File: src/rtl/nibble_serial_adder_ctrl.sv
// ---------------------------------------------------------------------------
// nibble_serial_adder_ctrl
//
// Purpose:
//   Adds or subtracts two W-bit operands (W = 4*NIBBLES) by feeding one
//   shared 4-bit ripple-carry adder one nibble per clock, LSB nibble first.
//   The carry between nibbles is held in a register. Operations come in over
//   a valid/ready handshake and results leave over a second one. It is used
//   for wide credit/price arithmetic in the vending datapath.
//
// Ports:
//   clk        in   1  system clock, rising edge
//   rst_n      in   1  asynchronous active-low reset
//   in_valid   in   1  op_a/op_b/sub valid this cycle
//   in_ready   out  1  ready to accept an operation (IDLE only)
//   op_a       in   W  operand A
//   op_b       in   W  operand B
//   sub        in   1  0: A+B, 1: A-B
//   busy       out  1  sequencing nibbles (RUN)
//   out_valid  out  1  result/flags valid (DONE only)
//   out_ready  in   1  consumer takes the result
//   result     out  W  A+B or A-B modulo 2^W
//   carry_out  out  1  raw carry out of the top nibble (sub: 1 = no borrow)
//   overflow   out  1  two's-complement signed overflow
// ---------------------------------------------------------------------------

// 4-bit ripple-carry adder shared across all nibbles of an operation.
module ex38_rca4 (
  input  logic [3:0] a,
  input  logic [3:0] b,
  input  logic       cin,
  output logic [3:0] sum,
  output logic       cout
);

  logic [4:0] c;

  assign c[0] = cin;

  generate
    for (genvar gi = 0; gi < 4; gi++) begin : g_fa
      assign sum[gi]  = a[gi] ^ b[gi] ^ c[gi];
      assign c[gi+1]  = (a[gi] & b[gi]) | (c[gi] & (a[gi] ^ b[gi]));
    end
  endgenerate

  assign cout = c[4];

endmodule

module nibble_serial_adder_ctrl #(
  parameter int NIBBLES = 4
) (
  input  logic                 clk,
  input  logic                 rst_n,
  input  logic                 in_valid,
  output logic                 in_ready,
  input  logic [4*NIBBLES-1:0] op_a,
  input  logic [4*NIBBLES-1:0] op_b,
  input  logic                 sub,
  output logic                 busy,
  output logic                 out_valid,
  input  logic                 out_ready,
  output logic [4*NIBBLES-1:0] result,
  output logic                 carry_out,
  output logic                 overflow
);

  localparam int W     = 4 * NIBBLES;
  // Keep the index at least one bit wide so NIBBLES=1 still elaborates.
  localparam int IDX_W = (NIBBLES > 1) ? $clog2(NIBBLES) : 1;
  localparam logic [IDX_W-1:0] LAST_IDX = IDX_W'(NIBBLES - 1);

  localparam logic [1:0] ST_IDLE = 2'd0;
  localparam logic [1:0] ST_RUN  = 2'd1;
  localparam logic [1:0] ST_DONE = 2'd2;

  logic [1:0]       state_q,     state_d;
  logic [W-1:0]     a_q,         a_d;
  logic [W-1:0]     b_q,         b_d;
  logic [W-1:0]     result_q,    result_d;
  logic             carry_q,     carry_d;
  logic [IDX_W-1:0] idx_q,       idx_d;
  logic             carry_out_q, carry_out_d;
  logic             overflow_q,  overflow_d;

  // Current nibble presented to the shared adder.
  logic [3:0] nib_a;
  logic [3:0] nib_b;
  logic [3:0] nib_sum;
  logic       nib_cout;

  assign nib_a = a_q[4*idx_q +: 4];
  assign nib_b = b_q[4*idx_q +: 4];

  ex38_rca4 u_adder (
    .a    (nib_a),
    .b    (nib_b),
    .cin  (carry_q),
    .sum  (nib_sum),
    .cout (nib_cout)
  );

  always_comb begin
    state_d     = state_q;
    a_d         = a_q;
    b_d         = b_q;
    result_d    = result_q;
    carry_d     = carry_q;
    idx_d       = idx_q;
    carry_out_d = carry_out_q;
    overflow_d  = overflow_q;

    case (state_q)
      ST_IDLE: begin
        if (in_valid) begin
          // Subtraction is A + ~B + 1: invert B once here and seed the carry.
          a_d     = op_a;
          b_d     = op_b ^ {W{sub}};
          carry_d = sub;
          idx_d   = '0;
          state_d = ST_RUN;
        end
      end

      ST_RUN: begin
        result_d[4*idx_q +: 4] = nib_sum;
        carry_d                = nib_cout;
        idx_d                  = idx_q + IDX_W'(1);
        if (idx_q == LAST_IDX) begin
          carry_out_d = nib_cout;
          // Signed overflow: operands (B after inversion) agree in sign
          // but the top sum bit disagrees with them.
          overflow_d  = (a_q[W-1] == b_q[W-1]) && (nib_sum[3] != a_q[W-1]);
          idx_d       = '0;
          state_d     = ST_DONE;
        end
      end

      ST_DONE: begin
        if (out_ready) begin
          state_d = ST_IDLE;
        end
      end

      default: begin
        state_d = ST_IDLE;
      end
    endcase
  end

  always_ff @(posedge clk or negedge rst_n) begin
    if (!rst_n) begin
      state_q     <= ST_IDLE;
      a_q         <= '0;
      b_q         <= '0;
      result_q    <= '0;
      carry_q     <= 1'b0;
      idx_q       <= '0;
      carry_out_q <= 1'b0;
      overflow_q  <= 1'b0;
    end else begin
      state_q     <= state_d;
      a_q         <= a_d;
      b_q         <= b_d;
      result_q    <= result_d;
      carry_q     <= carry_d;
      idx_q       <= idx_d;
      carry_out_q <= carry_out_d;
      overflow_q  <= overflow_d;
    end
  end

  assign in_ready  = (state_q == ST_IDLE);
  assign busy      = (state_q == ST_RUN);
  assign out_valid = (state_q == ST_DONE);
  assign result    = result_q;
  assign carry_out = carry_out_q;
  assign overflow  = overflow_q;

endmodule

File: config.mk
export PLATFORM = sky130hd
export DESIGN_NAME = nibble_serial_adder_ctrl
export DESIGN_NICKNAME = d
export VERILOG_FILES = /design/src/rtl/nibble_serial_adder_ctrl.sv
export SDC_FILE = /design/constraint.sdc
export NUM_CORES = 1
export LEC_CHECK = 0
export BUFFER_PORTS_ARGS = -buffer_cell sky130_fd_sc_hd__buf_2
export CORE_MARGIN = 2
export CORE_UTILIZATION = 55
export DETAILED_ROUTE_END_ITERATION = 10
export PLACE_DENSITY = 0.91
export SETUP_SLACK_MARGIN = 0.4
export SLEW_MARGIN = 20
export SYNTH_ARGS = -nofsm -noshare
export SYNTH_HDL_FRONTEND = slang
export SYNTH_SLANG_ARGS = --single-unit
File: constraint.sdc
create_clock -name clk -period 5.9 [get_ports clk]
set_input_delay 0.59 -clock clk [delete_from_list [all_inputs] [get_ports clk]]
set_output_delay 0.59 -clock clk [all_outputs]
set_load 0.01 [all_outputs]
# Yosys cells after proc, flatten, opt, wreduce, memory -nomap -nowiden

Cells that the tools add are included.

Register bits: 55
Bits in latches: 0
Memory bits (writable): 0
ROM bits: 0
Input bits: 37
Output and inout port bits: 21
Memories kept: 0

Add/sub/neg operators: 2
$mul: 0
Div/mod/pow operators: 0
Order comparisons: 0
Equal/unequal tests: 8
Shift operators: 4
Multiplexer cells: 10
Bitwise gates (word level): 21
Reductions and logical operators: 7

Operator list:

| cell                                                  | count |
|---|---|
| negation 4 -> 34 bit                                  | 1 |
| variable shift 4 x 34 -> 16 bit, first input constant | 1 |
| variable part select 4 x 34 -> 16 bit                 | 1 |
| variable part select 16 x 5 -> 4 bit                  | 2 |
| bitwise mux 16 bit                                    | 1 |
| XOR 16 bit                                            | 1 |
| two-way mux 2 bit                                     | 5 |
| AND 1 bit                                             | 8 |
| XOR 1 bit                                             | 8 |
| one-hot mux 2 bit (3 select lines)                    | 1 |
| AND reduction 2 bit                                   | 3 |
| == test 2 bit, second input constant                  | 2 |
| inequality test 2 x 1 -> 1 bit, second input constant | 2 |
| OR 1 bit                                              | 4 |
| one-hot mux 2 bit (2 select lines)                    | 1 |
| AND reduction 3 bit                                   | 1 |
| adder 2 x 1 -> 2 bit, second input constant           | 1 |
| == test 2 x 1 -> 1 bit, second input constant         | 1 |
| zero test 2 bit                                       | 1 |
| inequality test 2 bit, second input constant          | 1 |
| one-hot mux 1 bit (2 select lines)                    | 1 |
| nonzero test 2 bit                                    | 1 |
| == test 1 bit                                         | 1 |
| logical AND 1 bit                                     | 1 |
| 2 further kinds                                       | 2 |

# Depth between registers and ports, before layout

Gate-level depths: netlist of the first run.

Depth after elaboration: 11
Depth in mapped cells: 11
Gate-level depth less buffers: 10

# By module

A second synthesis of the first run with hierarchy kept.

Cells, all modules: 221
Area total of the unflattened synthesis: 2721.4 um^2

By module, submodules not included:

| module                   | times used | cells each | area each (um^2) | sequential area each (um^2) |
|---|---|---|---|---|
| nibble_serial_adder_ctrl | 1          | 207        | 2603.7           | 1376.3 |
| ex38_rca4                | 1          | 14         | 117.6            | 0.0 |

# Worst setup path before layout of the first run

No wires, ideal clock.

Path kind: register to register
Start point: reg idx_q[1]
End point: reg overflow_q (netlist: overflow)
Setup time: 125 ps
Arrival: 2815 ps
Required time: 5775 ps
Slack: 2960 ps
Cell stages (with the launch flop): 12
Buffers on the path: 1
Period minus slack after synthesis: 2940 ps
Cells stage by stage: dfrtp_1 clkbuf_1 mux4_2 inv_1 fa_1 fa_1 inv_1 fa_1 fa_1 nand2b_1 o22ai_1 mux2_2

Cells in the longest elaborated chain, start to end: 11
Elaborated cells between the ends (all ways): 20

Ends and longest elaborated chain:

| what                                                    | RTL line | text |
|---|---|---|
| start, declared                                         | 83       | `logic [IDX_W-1:0] idx_q, idx_d;` |
| start signal, assigned                                  | 168      | `idx_q <= idx_d;` |
| variable part select 16 x 5 -> 4 bit (on tied branches) | 93, 94   |  |
| XOR 1 bit                                               | 43       | `assign c[gi+1] = (a[gi] & b[gi]) \| (c[gi] & (a[gi] ^ b[gi]));` |
| AND 1 bit                                               | 43       |  |
| OR 1 bit                                                | 43       |  |
| AND 1 bit                                               | 43       |  |
| OR 1 bit                                                | 43       |  |
| AND 1 bit                                               | 43       |  |
| OR 1 bit                                                | 43       |  |
| XOR 1 bit                                               | 42       | `assign sum[gi] = a[gi] ^ b[gi] ^ c[gi];` |
| inequality test 1 bit                                   | 134      | `overflow_d = (a_q[W-1] == b_q[W-1]) && (nib_sum[3] != a_q[W-1]);` |
| logical AND 1 bit                                       | 134      |  |
| end signal, assigned                                    | 170      | `overflow_q <= overflow_d;` |
| end, declared                                           | 85       | `logic overflow_q, overflow_d;` |

Several ways; a longest one is shown, not always the timed one.
A chain may end at the register's enable or synchronous reset.

# Worst setup path after layout of the first run

Start point: reg idx_q[0]
End point: reg result_q[7] (netlist: result[7])

Cells in the longest elaborated chain, start to end: 11
Elaborated cells between the ends (all ways): 23

Ends and longest elaborated chain:

| what                                                    | RTL line | text |
|---|---|---|
| variable part select 16 x 5 -> 4 bit (on tied branches) | 93, 94   |  |
| XOR 1 bit                                               | 42, 43   |  |
| AND 1 bit                                               | 43       |  |
| OR 1 bit                                                | 43       |  |
| AND 1 bit                                               | 43       |  |
| OR 1 bit                                                | 43       |  |
| AND 1 bit                                               | 43       |  |
| OR 1 bit                                                | 43       |  |
| XOR 1 bit                                               | 42       |  |
| variable part select 4 x 34 -> 16 bit                   | 127      | `result_d[4*idx_q +: 4] = nib_sum;` |
| bitwise mux 16 bit *                                    | 127      |  |
| end signal, assigned                                    | 166      | `result_q <= result_d;` |
| end, declared                                           | 81       | `logic [W-1:0] result_q, result_d;` |

Mark *: on every way between the ends. The rest lies on a longest branch, timed or not.

==> results of run 1 <==
-- final cells by class --
class | instances | share of cell area
clock buffer | 5 | 0.0216
timing repair buffer | 58 | 0.0918
inverter | 10 | 0.0118
sequential | 55 | 0.432
tap | 67 | 0.0263
multi-input combinational | 174 | 0.403
clock inverter | 3 | 0.0145
-- worst register-to-register path: cells and delay by family, from the launching register on --
kind,cells,cell delay (ns)
and+or+nand+nor,1,0.12
AOI/OAI and AO/OA,1,0.27
buffers and inverters,2,0.14
DFF,1,0.86
muxes,1,0.60
adders and majority gates,4,1.33
-- sequential cells by signal, summed over array words and instances, names as in the netlist --
register / count
a_q: 16
b_q: 16
carry_out: 1
carry_q: 1
idx_q: 2
overflow: 1
result: 16
state_q: 2
-- power by group through the flow --
stage | Clock (W) | Combinational, W | Sequential (W)
finish | 0.000253 | 0.000870 | 0.000663
global route | 0.000275 | 0.000982 | 0.000687
CTS | 0.000256 | 0.000878 | 0.000664
detailed placement | 0 | 0.000875 | 0.000672
global placement | 0 | 0.000830 | 0.000665
floorplan | 0 | 0.000714 | 0.000616
-- cell usage after synthesis (2+ instances only) --
master / number
o41ai_1: 6
o21ai_0: 2
buf_2: 5
xnor2_1: 16
o31ai_1: 8
o21ai_2: 18
a22o_1: 2
mux4_2: 8
nand3b_1: 3
dfrtp_1: 55
ha_1: 6
mux2_2: 2
fa_1: 4
buf_6: 7
nand2b_1: 4
inv_1: 10
nand2_1: 83
-- how the worst min path moves through the flow --
| stage | startpoint | end | slack [ns] | depth (start not counted) |
|---|---|---|---|---|
| finish | rst_n | a_q[3]$_DFFE_PN0P_ | 0.39 | 2 |
| global route | rst_n | result[8]$_DFFE_PN0P_ | 0.45 | 2 |
| CTS | rst_n | state_q[0]$_DFFE_PN0P_ | 0.42 | 2 |
| detailed placement | result[8]$_DFFE_PN0P_ | result[8]$_DFFE_PN0P_ | 0.46 | 2 |
| global placement | result[9]$_DFFE_PN0P_ | result[9]$_DFFE_PN0P_ | 0.45 | 2 |
| floorplan | rst_n | a_q[0]$_DFFE_PN0P_ | 0.29 | 0 |
-- stage by stage --
stage,setup WS (ns),area (um^2),util,std cells
floorplan,2.96,2810,-,253
global placement,2.63,3070,0.638,364
detailed placement,2.45,3070,0.638,364
CTS,2.43,3190,0.662,372
global route,2.24,3190,0.662,372
finish,2.48,3190,0.662,372
-- kinds of logic (layout without fill, tap and decap cells) --
group | count (synthesis) | count (layout)
flops | 55 | 55
compound gates | 38 | 38
simple gates | 100 | 100
xor+xnor | 16 | 16
fa+ha+maj | 10 | 10
mux | 10 | 10
buf+inv | 24 | 76
-- per-layer routing --
layer	routed length (um)	up-vias	share of wire
met5	0	-	0
met2	2550	57	0.50
li1	-	959	-
met3	259	9	0.051
met1	2220	922	0.44
met4	75	0	0.015
==> reports/qor.yml, run 1 <==
global_route:
  grt_usage: 0.206
  gr-usage-met1: 0.279
  grt_max_degree: 56
  grt_pass1_wl_mm: 8.78
  gr-usage-met3: 0.0489
  grt.busiest_layer: "met2"
  use_met2: 0.337
  grt_overflow: 0
  antenna_found_initial: 0
  grt_pass1_vias: 1879
worst_setup_path:
  cpLargestDelayFamily: "adder cells"
  rrSetupSlack_ns: 2.48
  endpoint_kind: "flip-flop"
  start_kind: "flip-flop"
  worst-path-buf-inv: 2
  crit_chain: "mux4_2 -> inv_1 -> fa_1 -> fa_1 -> inv_1 -> fa_1 -> fa_1 -> nand2b_1 -> o31ai_1"
  endpoint: "result[7]$_DFFE_PN0P_"
  critPathArrivalTime_ns: 3.64
  r2r_start: "idx_q[0]$_DFFE_PN0P_"
  rr_worst_depth: 9
  crit_type: "flip-flop to flip-flop"
  cp_max_fo: 18
  required_ns: 6.12
  cp_num_cells: 9
  max_stage_delay_ns: 0.86
  crit_start: "idx_q[0]$_DFFE_PN0P_"
  crit_top_cell: "fa_1"
  crit_path_top_delay_cell: "dfrtp_1"
  r2r-end: "result[7]$_DFFE_PN0P_"
drt:
  vias_per_cell: 5.23
  drt_iter0_markers: 115
  drc: 0
  routed_wl_mm: 5.11
  vias: 1947
  drt-wirelength-per-cell_um: 13.7
  drt_first_pass_iters: 4
  ant_nets: 0
logic_synthesis:
  async_flop_share: 1.00
  syn-cell-area_mm2: 0.00281
  synthMuxAreaShare: 0.0722
  synth_top_area_frac: 0.490
  synth-edff-count: 0
  yosys.area_share.adder: 0.0553
  synth.distinct_cells: 31
  ys_ff_latch: 55
  synthSimpleGateAreaFrac: 0.167
  ys.flop_type: "dfrtp_1"
  syn_nets: 300
  synth.area.top_cells: "dfrtp_1, nand2_1, mux4_2"
  yosysTopAreaCell: "dfrtp_1"
  synth.yosys.warnings: 0
  synth_top_family_by_area: "simple AND/OR/NAND/NOR gates"
  avgSynthCellArea_um2: 11.1
  synth_xor_area_frac: 0.0499
  synth_compound_area_frac: 0.112
  synth_cells: 253
  ys_seq_area_frac: 0.490
clock_tree:
  cts_buffers: 5
  cts.sinks: 55
  clk_latency_ns: 0.31
  post_cts_resized: 0
  holdBufCountCts: 0
  htreeDepth: 2
  cts_tree: "done"
  clk_pin_slew_ns: 0.10
  postCtsSetupBuffers: 0
  root_buffer: "clkbuf_8"
  clockBufferDepth: 2
power_and_ir_drop:
  combinationalPowerShare: 0.487
  p_sw_w: 0.000749
  power_density_mw_per_mm2: 560
  total_power_w: 0.00179
  pwr-share-seq: 0.371
  swShare: 0.419
  cellInternalPower_w: 0.00104
  power_frac_clock: 0.142
  leakage_nw: 1.58
  ir_worst_vdd_mv: 0.250
timing:
  hold_ws_ns: 0.393
  finalCritPeriodShare: 0.580
  min_period_ns: 3.42
  timing.slew.headroom: 0.481
  finalSetupViolations: 0
  fin_setup_tns_ns: 0
  finalMaxSlewViolations: 0
  rsz0062_at_grt: "false"
  worstMarginPinSlew_ns: 0.779
  finClkSkew_ns: 0.00942
  fmax_ghz: 0.292
  hold_viol_final: 0
die:
  start_util: 0.583
  fp.dieH_um: 75.4
  die_x_um: 75.4
  die-area_mm2: 0.00569
  boundaryPins: 58
  coreArea_mm2: 0.00482
  placementRows: 25
layout:
  seq_area_mm2: 0.00138
  final_cell_mix: "nand2_1, buf_2, dfrtp_1, o21ai_2, xnor2_1"
  nNetsFinal: 351
  drive_above_1_share: 0.328
  antenna_cells: 0
  mostFrequentLayoutCell: "nand2_1"
  synthToLayoutAreaGrowth_pct: 13.6
  fillers: 393
  multi_input_area_mm2: 0.00128
placed_design:
  port-buffer-count: 57
  gp_congestion: 0.802
  dpl.hpwl_mm: 3.77
worst_hold_path:
  hold_path.class: "input pin to async pin"
outcome:
  status: "completed"
flow_run:
  drv_cap: 0
No activity file was read; power rests on OpenSTA's default activity.
==> inputs of run 2 (changes only) <==
- CORE_UTILIZATION: 55 -> 49
- PLACE_DENSITY: 0.91 -> 0.86
- clock period: 5.9 -> 2.8 ns (I/O delays scaled with it)
==> reports/qor.yml, run 2 (synthesis results as in run 1) <==
outcome:
  status: "completed"  # unchanged
die:
  start_util: 0.510  # was 0.583
  coreArea_mm2: 0.00551  # was 0.00482 mm^2
  boundaryPins: 58  # unchanged
  die_x_um: 79.7  # was 75.4 um
  fp.dieH_um: 79.7  # was 75.4 um
  die-area_mm2: 0.00635  # was 0.00569 mm^2
  placementRows: 27  # was 25
power_and_ir_drop:
  ir_worst_vdd_mv: 0.608  # was 0.250 mV
  power_density_mw_per_mm2: 1200  # was 560 mW/mm^2
  leakage_nw: 1.60  # was 1.58 nW
worst_setup_path:
  start_kind: "flip-flop"  # unchanged
  required_ns: 2.99  # was 6.12 ns
  crit_type: "flip-flop to flip-flop"  # unchanged
  rr_worst_depth: 9  # unchanged
  endpoint_kind: "flip-flop"  # unchanged
  critPathArrivalTime_ns: 2.97  # was 3.64 ns
  cp_max_fo: 4  # was 18
global_route:
  grt_pass1_vias: 1990  # was 1879
  grt_overflow: 0  # unchanged
  grt_pass1_wl_mm: 9.40  # was 8.78 mm
  grt_usage: 0.191  # was 0.206
  grt_max_degree: 51  # was 56
  gr-usage-met1: 0.249  # was 0.279
  gr-usage-met3: 0.0385  # was 0.0489
  antenna_found_initial: 0  # unchanged
  grt.busiest_layer: "met2"  # unchanged
  use_met2: 0.324  # was 0.337
timing:
  timing.slew.headroom: 0.454  # was 0.481
  finClkSkew_ns: 0.00390  # was 0.00942 ns
  finalSetupViolations: 0  # unchanged
  fin_setup_tns_ns: 0  # unchanged
  rsz0062_at_grt: "true"  # was false
  hold_viol_final: 0  # unchanged
  worstMarginPinSlew_ns: 0.820  # was 0.779 ns
  finalMaxSlewViolations: 0  # unchanged
  fmax_ghz: 0.360  # was 0.292 GHz
  min_period_ns: 2.78  # was 3.42 ns
  finalCritPeriodShare: 0.993  # was 0.580
placed_design:
  port-buffer-count: 57  # unchanged
  gp_congestion: 0.835  # was 0.802
  dpl.hpwl_mm: 4.19  # was 3.77 mm
  dp.cells: 374  # was 364
drt:
  ant_nets: 0  # unchanged
  vias_per_cell: 5.26  # was 5.23
  drc: 0  # unchanged
  drt_iter0_markers: 74  # was 115
  routed_wl_mm: 5.53  # was 5.11 mm
  vias: 2004  # was 1947
  drt-wirelength-per-cell_um: 14.5  # was 13.7 um
  drt_first_pass_iters: 4  # unchanged
layout:
  seq_area_mm2: 0.00138  # about the same
  antenna_cells: 0  # unchanged
  drive_above_1_share: 0.379  # was 0.328
  stdcell_count: 381  # was 372
  mostFrequentLayoutCell: "nand2_1"  # unchanged
  nNetsFinal: 357  # was 351
  multi_input_area_mm2: 0.00135  # was 0.00128 mm^2
  synthToLayoutAreaGrowth_pct: 16.4  # was 13.6%
  fillers: 482  # was 393
  final_cell_mix: "nand2_1, buf_2, dfrtp_1, o21ai_2, xnor2_1"  # unchanged
clock_tree:
  clk_latency_ns: 0.30  # was 0.31 ns
  cts_tree: "done"  # unchanged
  clockBufferDepth: 2  # unchanged
  htreeDepth: 2  # unchanged
  cts_buffers: 5  # unchanged
  root_buffer: "clkbuf_8"  # unchanged
  cts.sinks: 55  # unchanged
  clk_pin_slew_ns: 0.09  # was 0.10 ns
flow_run:
  drv_cap: 0  # unchanged
worst_hold_path:
  hold_path.class: "input pin to async pin"  # unchanged
[run 2: changes by cell type in the layout (fill, tap and decap cells not counted), moves of 3 or more]
cell     delta
buf_4       +5
inv_1       -3
o31ai_1     -5
fa_1        -4
inv_2       +3
o31ai_2     +3
fa_2        +4
[run 2: final timing paths]
check                                              end                  start  slack [ns]
min in group clk                state_q[1]$_DFFE_PN0P_              out_ready        0.16
worst min-delay path            result[12]$_DFFE_PN0P_                  rst_n        0.07
max in group asynchronous           a_q[3]$_DFFE_PN0P_                  rst_n        2.08
worst min register to register   result[4]$_DFFE_PN0P_  result[4]$_DFFE_PN0P_        0.48
worst max-delay path              overflow$_DFFE_PN0P_   idx_q[0]$_DFFE_PN0P_        0.02
worst max register to register    overflow$_DFFE_PN0P_   idx_q[0]$_DFFE_PN0P_        0.02
[run 2: routing by layer]
layer / share of wire / vias up / wire length (um)
met5: 0 / - / 0
met4: 0.017 / 0 / 93
met3: 0.054 / 15 / 299
met2: 0.52 / 70 / 2860
met1: 0.41 / 953 / 2280
li1: - / 966 / -
[run 2: report_power, final]
group	internal, W	leakage, nW	switching [W]
clock network	0.000168	0.0371	0.000236
registers	0.00112	0.703	0.000237
logic	0.000938	0.863	0.00124
[run 2: layout make-up]
type,instances,area share
Sequential cell,55,0.422
Multi-Input combinational cell,174,0.412
Timing Repair Buffer,64,0.105
Tap cell,72,0.0276
Clock buffer,6,0.0222
Inverter,10,0.0115
[run 2: what timing repair did]
action | 4_1_cts | 5_1_grt
pin swaps | 5 | 2
hold buffers | 0 | 0
resized for setup | 9 | 4
setup buffers | 1 | 0
endpoints found under the setup margin | 11 | 11
[run 2: critical path, cell delays in order, from the launching register on]
cell and delay, ns:
dfrtp_2 0.44, mux4_2 0.52, inv_2 0.07, fa_2 0.19, fa_2 0.19, inv_2 0.04
fa_2 0.33, fa_2 0.57, o22ai_1 0.07, mux2_2 0.26
[run 2: through the flow]
step                      area (um^2)  power [W]  setup WS [ns]  utilization  hold WS (ns)
final                            3270    0.00393         0.0206        0.593        0.0659
after global routing             3270    0.00424        -0.0733        0.593         0.123
after CTS                        3240    0.00390         0.0183        0.588        0.0845
after detailed placement         3130    0.00337        -0.0928        0.568         0.420
after global placement           3130    0.00329       -0.00536        0.568         0.412
after floorplan                  2820    0.00286        -0.0235            -       -0.0156
==> inputs of run 3 (changes only) <==
- CORE_MARGIN: 2 -> not set
==> reports/qor.yml, run 3 (synthesis results as in run 1) <==
outcome:
  status: "finished, violations left"  # was completed
  violations: "setup timing"
drt:
  vias: 1981  # was 2004
  ant_nets: 0  # unchanged
  routed_wl_mm: 5.40  # was 5.53 mm
  drt-wirelength-per-cell_um: 14.1  # was 14.5 um
  drc: 0  # unchanged
  vias_per_cell: 5.19  # was 5.26
  drt_first_pass_iters: 4  # unchanged
  drt_iter0_markers: 75  # was 74
timing:
  finalCritPeriodShare: 1.01  # was 0.993
  finalSetupViolations: 1  # was 0
  finClkSkew_ns: 0.00768  # was 0.00390 ns
  fin_setup_tns_ns: -0.0251  # was 0 ns
  fmax_ghz: 0.354  # was 0.360 GHz
  timing.slew.headroom: 0.547  # was 0.454
  rsz0062_at_grt: "true"  # unchanged
  finalMaxSlewViolations: 0  # unchanged
  fin_ws_ns: -0.0251  # was 0.0206 ns
  min_period_ns: 2.83  # was 2.78 ns
  hold_viol_final: 0  # unchanged
  worstMarginPinSlew_ns: 0.680  # was 0.820 ns
layout:
  utilization: 0.600  # was 0.593
  antenna_cells: 0  # unchanged
  mostFrequentLayoutCell: "nand2_1"  # unchanged
  seq_area_mm2: 0.00138  # unchanged
  final_cell_mix: "nand2_1, buf_2, dfrtp_1, o21ai_2, xnor2_1"  # unchanged
  nNetsFinal: 357  # unchanged
  synthToLayoutAreaGrowth_pct: 17.8  # was 16.4%
  fillers: 460  # was 482
  drive_above_1_share: 0.387  # was 0.379
  multi_input_area_mm2: 0.00136  # was 0.00135 mm^2
worst_setup_path:
  crit_start: "idx_q[0]$_DFFE_PN0P_"  # unchanged
  r2r-end: "overflow$_DFFE_PN0P_"  # unchanged
  rrSetupSlack_ns: -0.03  # was 0.02 ns
  critPathArrivalTime_ns: 3.02  # was 2.97 ns
  endpoint_kind: "flip-flop"  # unchanged
  endpoint: "overflow$_DFFE_PN0P_"  # unchanged
  start_kind: "flip-flop"  # unchanged
  r2r_start: "idx_q[0]$_DFFE_PN0P_"  # unchanged
  required_ns: 3.00  # was 2.99 ns
  crit_type: "flip-flop to flip-flop"  # unchanged
  rr_worst_depth: 9  # unchanged
  cp_max_fo: 4  # unchanged
clock_tree:
  clk_pin_slew_ns: 0.09  # about the same
  clk_latency_ns: 0.31  # was 0.30 ns
  cts.sinks: 55  # unchanged
  root_buffer: "clkbuf_8"  # unchanged
  cts_buffers: 5  # unchanged
  cts_tree: "done"  # unchanged
  htreeDepth: 2  # unchanged
  clockBufferDepth: 2  # unchanged
power_and_ir_drop:
  ir_worst_vdd_mv: 0.627  # was 0.608 mV
  cellInternalPower_w: 0.00235  # was 0.00222 W
  power_density_mw_per_mm2: 1240  # was 1200 mW/mm^2
  power_frac_clock: 0.124  # was 0.103
  p_sw_w: 0.00174  # was 0.00171 W
  combinationalPowerShare: 0.545  # was 0.553
  leakage_nw: 1.62  # was 1.60 nW
  swShare: 0.425  # was 0.435
  pwr-share-seq: 0.331  # was 0.345
die:
  start_util: 0.510  # unchanged
  placementRows: 27  # unchanged
  coreArea_mm2: 0.00551  # unchanged
  die_x_um: 77.7  # was 79.7 um
  die-area_mm2: 0.00603  # was 0.00635 mm^2
  fp.dieH_um: 77.7  # was 79.7 um
  boundaryPins: 58  # unchanged
global_route:
  grt_overflow: 0  # unchanged
  grt_usage: 0.198  # was 0.191
  grt_pass1_vias: 1920  # was 1990
  antenna_found_initial: 0  # unchanged
  grt_max_degree: 56  # was 51
  grt_pass1_wl_mm: 9.16  # was 9.40 mm
placed_design:
  gp_congestion: 0.826  # was 0.835
  port-buffer-count: 57  # unchanged
  dpl.hpwl_mm: 4.06  # was 4.19 mm
worst_hold_path:
  hold_path.class: "input pin to async pin"  # unchanged
flow_run:
  drv_cap: 0  # unchanged
## run 3: worst min-delay path by stage
stage	slack [ns]	to	start	cells after the start
floorplan	-0.02	a_q[0]$_DFFE_PN0P_	rst_n	0
global placement	0.44	result[12]$_DFFE_PN0P_	rst_n	2
detailed placement	0.45	result[12]$_DFFE_PN0P_	rst_n	2
CTS	0.11	result[12]$_DFFE_PN0P_	rst_n	2
global route	0.15	result[14]$_DFFE_PN0P_	rst_n	2
finish	0.09	result[12]$_DFFE_PN0P_	rst_n	2
## run 3: power by group through the flow
stage / logic (W) / clock network (W) / registers, W
floorplan: 0.00156 / 0 / 0.00130
global placement: 0.00195 / 0 / 0.00135
detailed placement: 0.00201 / 0 / 0.00137
CTS: 0.00215 / 0.000513 / 0.00135
global route: 0.00247 / 0.000548 / 0.00139
finish: 0.00223 / 0.000507 / 0.00135
## run 3: layout make-up
type                    count  share of cell area
clock buffers               6              0.0220
inverters                  10              0.0114
multi-input cells         174               0.411
clock inverters             1             0.00908
flip-flops and latches     55               0.417
well taps                  72              0.0273
repair buffers             64               0.102
## run 3: stage by stage
stage / total power, W / setup slack [ns] / std cells / area, um^2 / hold slack (ns)
3_5_place_dp: 0.00339 / -0.0658 / 375 / 3130 / 0.445
6_report: 0.00409 / -0.0251 / 382 / 3310 / 0.0893
4_1_cts: 0.00402 / -0.0404 / 382 / 3280 / 0.114
3_3_place_gp: 0.00330 / 0.0217 / 375 / 3130 / 0.440
5_1_grt: 0.00442 / -0.118 / 382 / 3310 / 0.148
2_1_floorplan: 0.00286 / -0.0235 / 253 / 2820 / -0.0156
## run 3: critical path: stages (launching register included)
cell and delay, ns:
dfrtp_2 0.41, mux4_2 0.51, inv_2 0.07, fa_2 0.20, fa_2 0.20, inv_2 0.04, fa_2 0.33, fa_2 0.60
o22ai_1 0.08, mux2_2 0.26
## run 3: repair_timing
item	4_1_cts	5_1_grt
buffers inserted	0	0
hold buffers	0	0
setup endpoints to repair	11	11
cloned	0	0
pin swaps	5	1
gates resized for setup	9	5
## run 3: per-layer routing
layer	GRT usage	vias to the layer above	share of wire
met5	0	-	0
met4	0.0528	0	0.011
met3	0.0400	6	0.036
met2	0.350	50	0.53
met1	0.247	956	0.42
li1	-	969	-
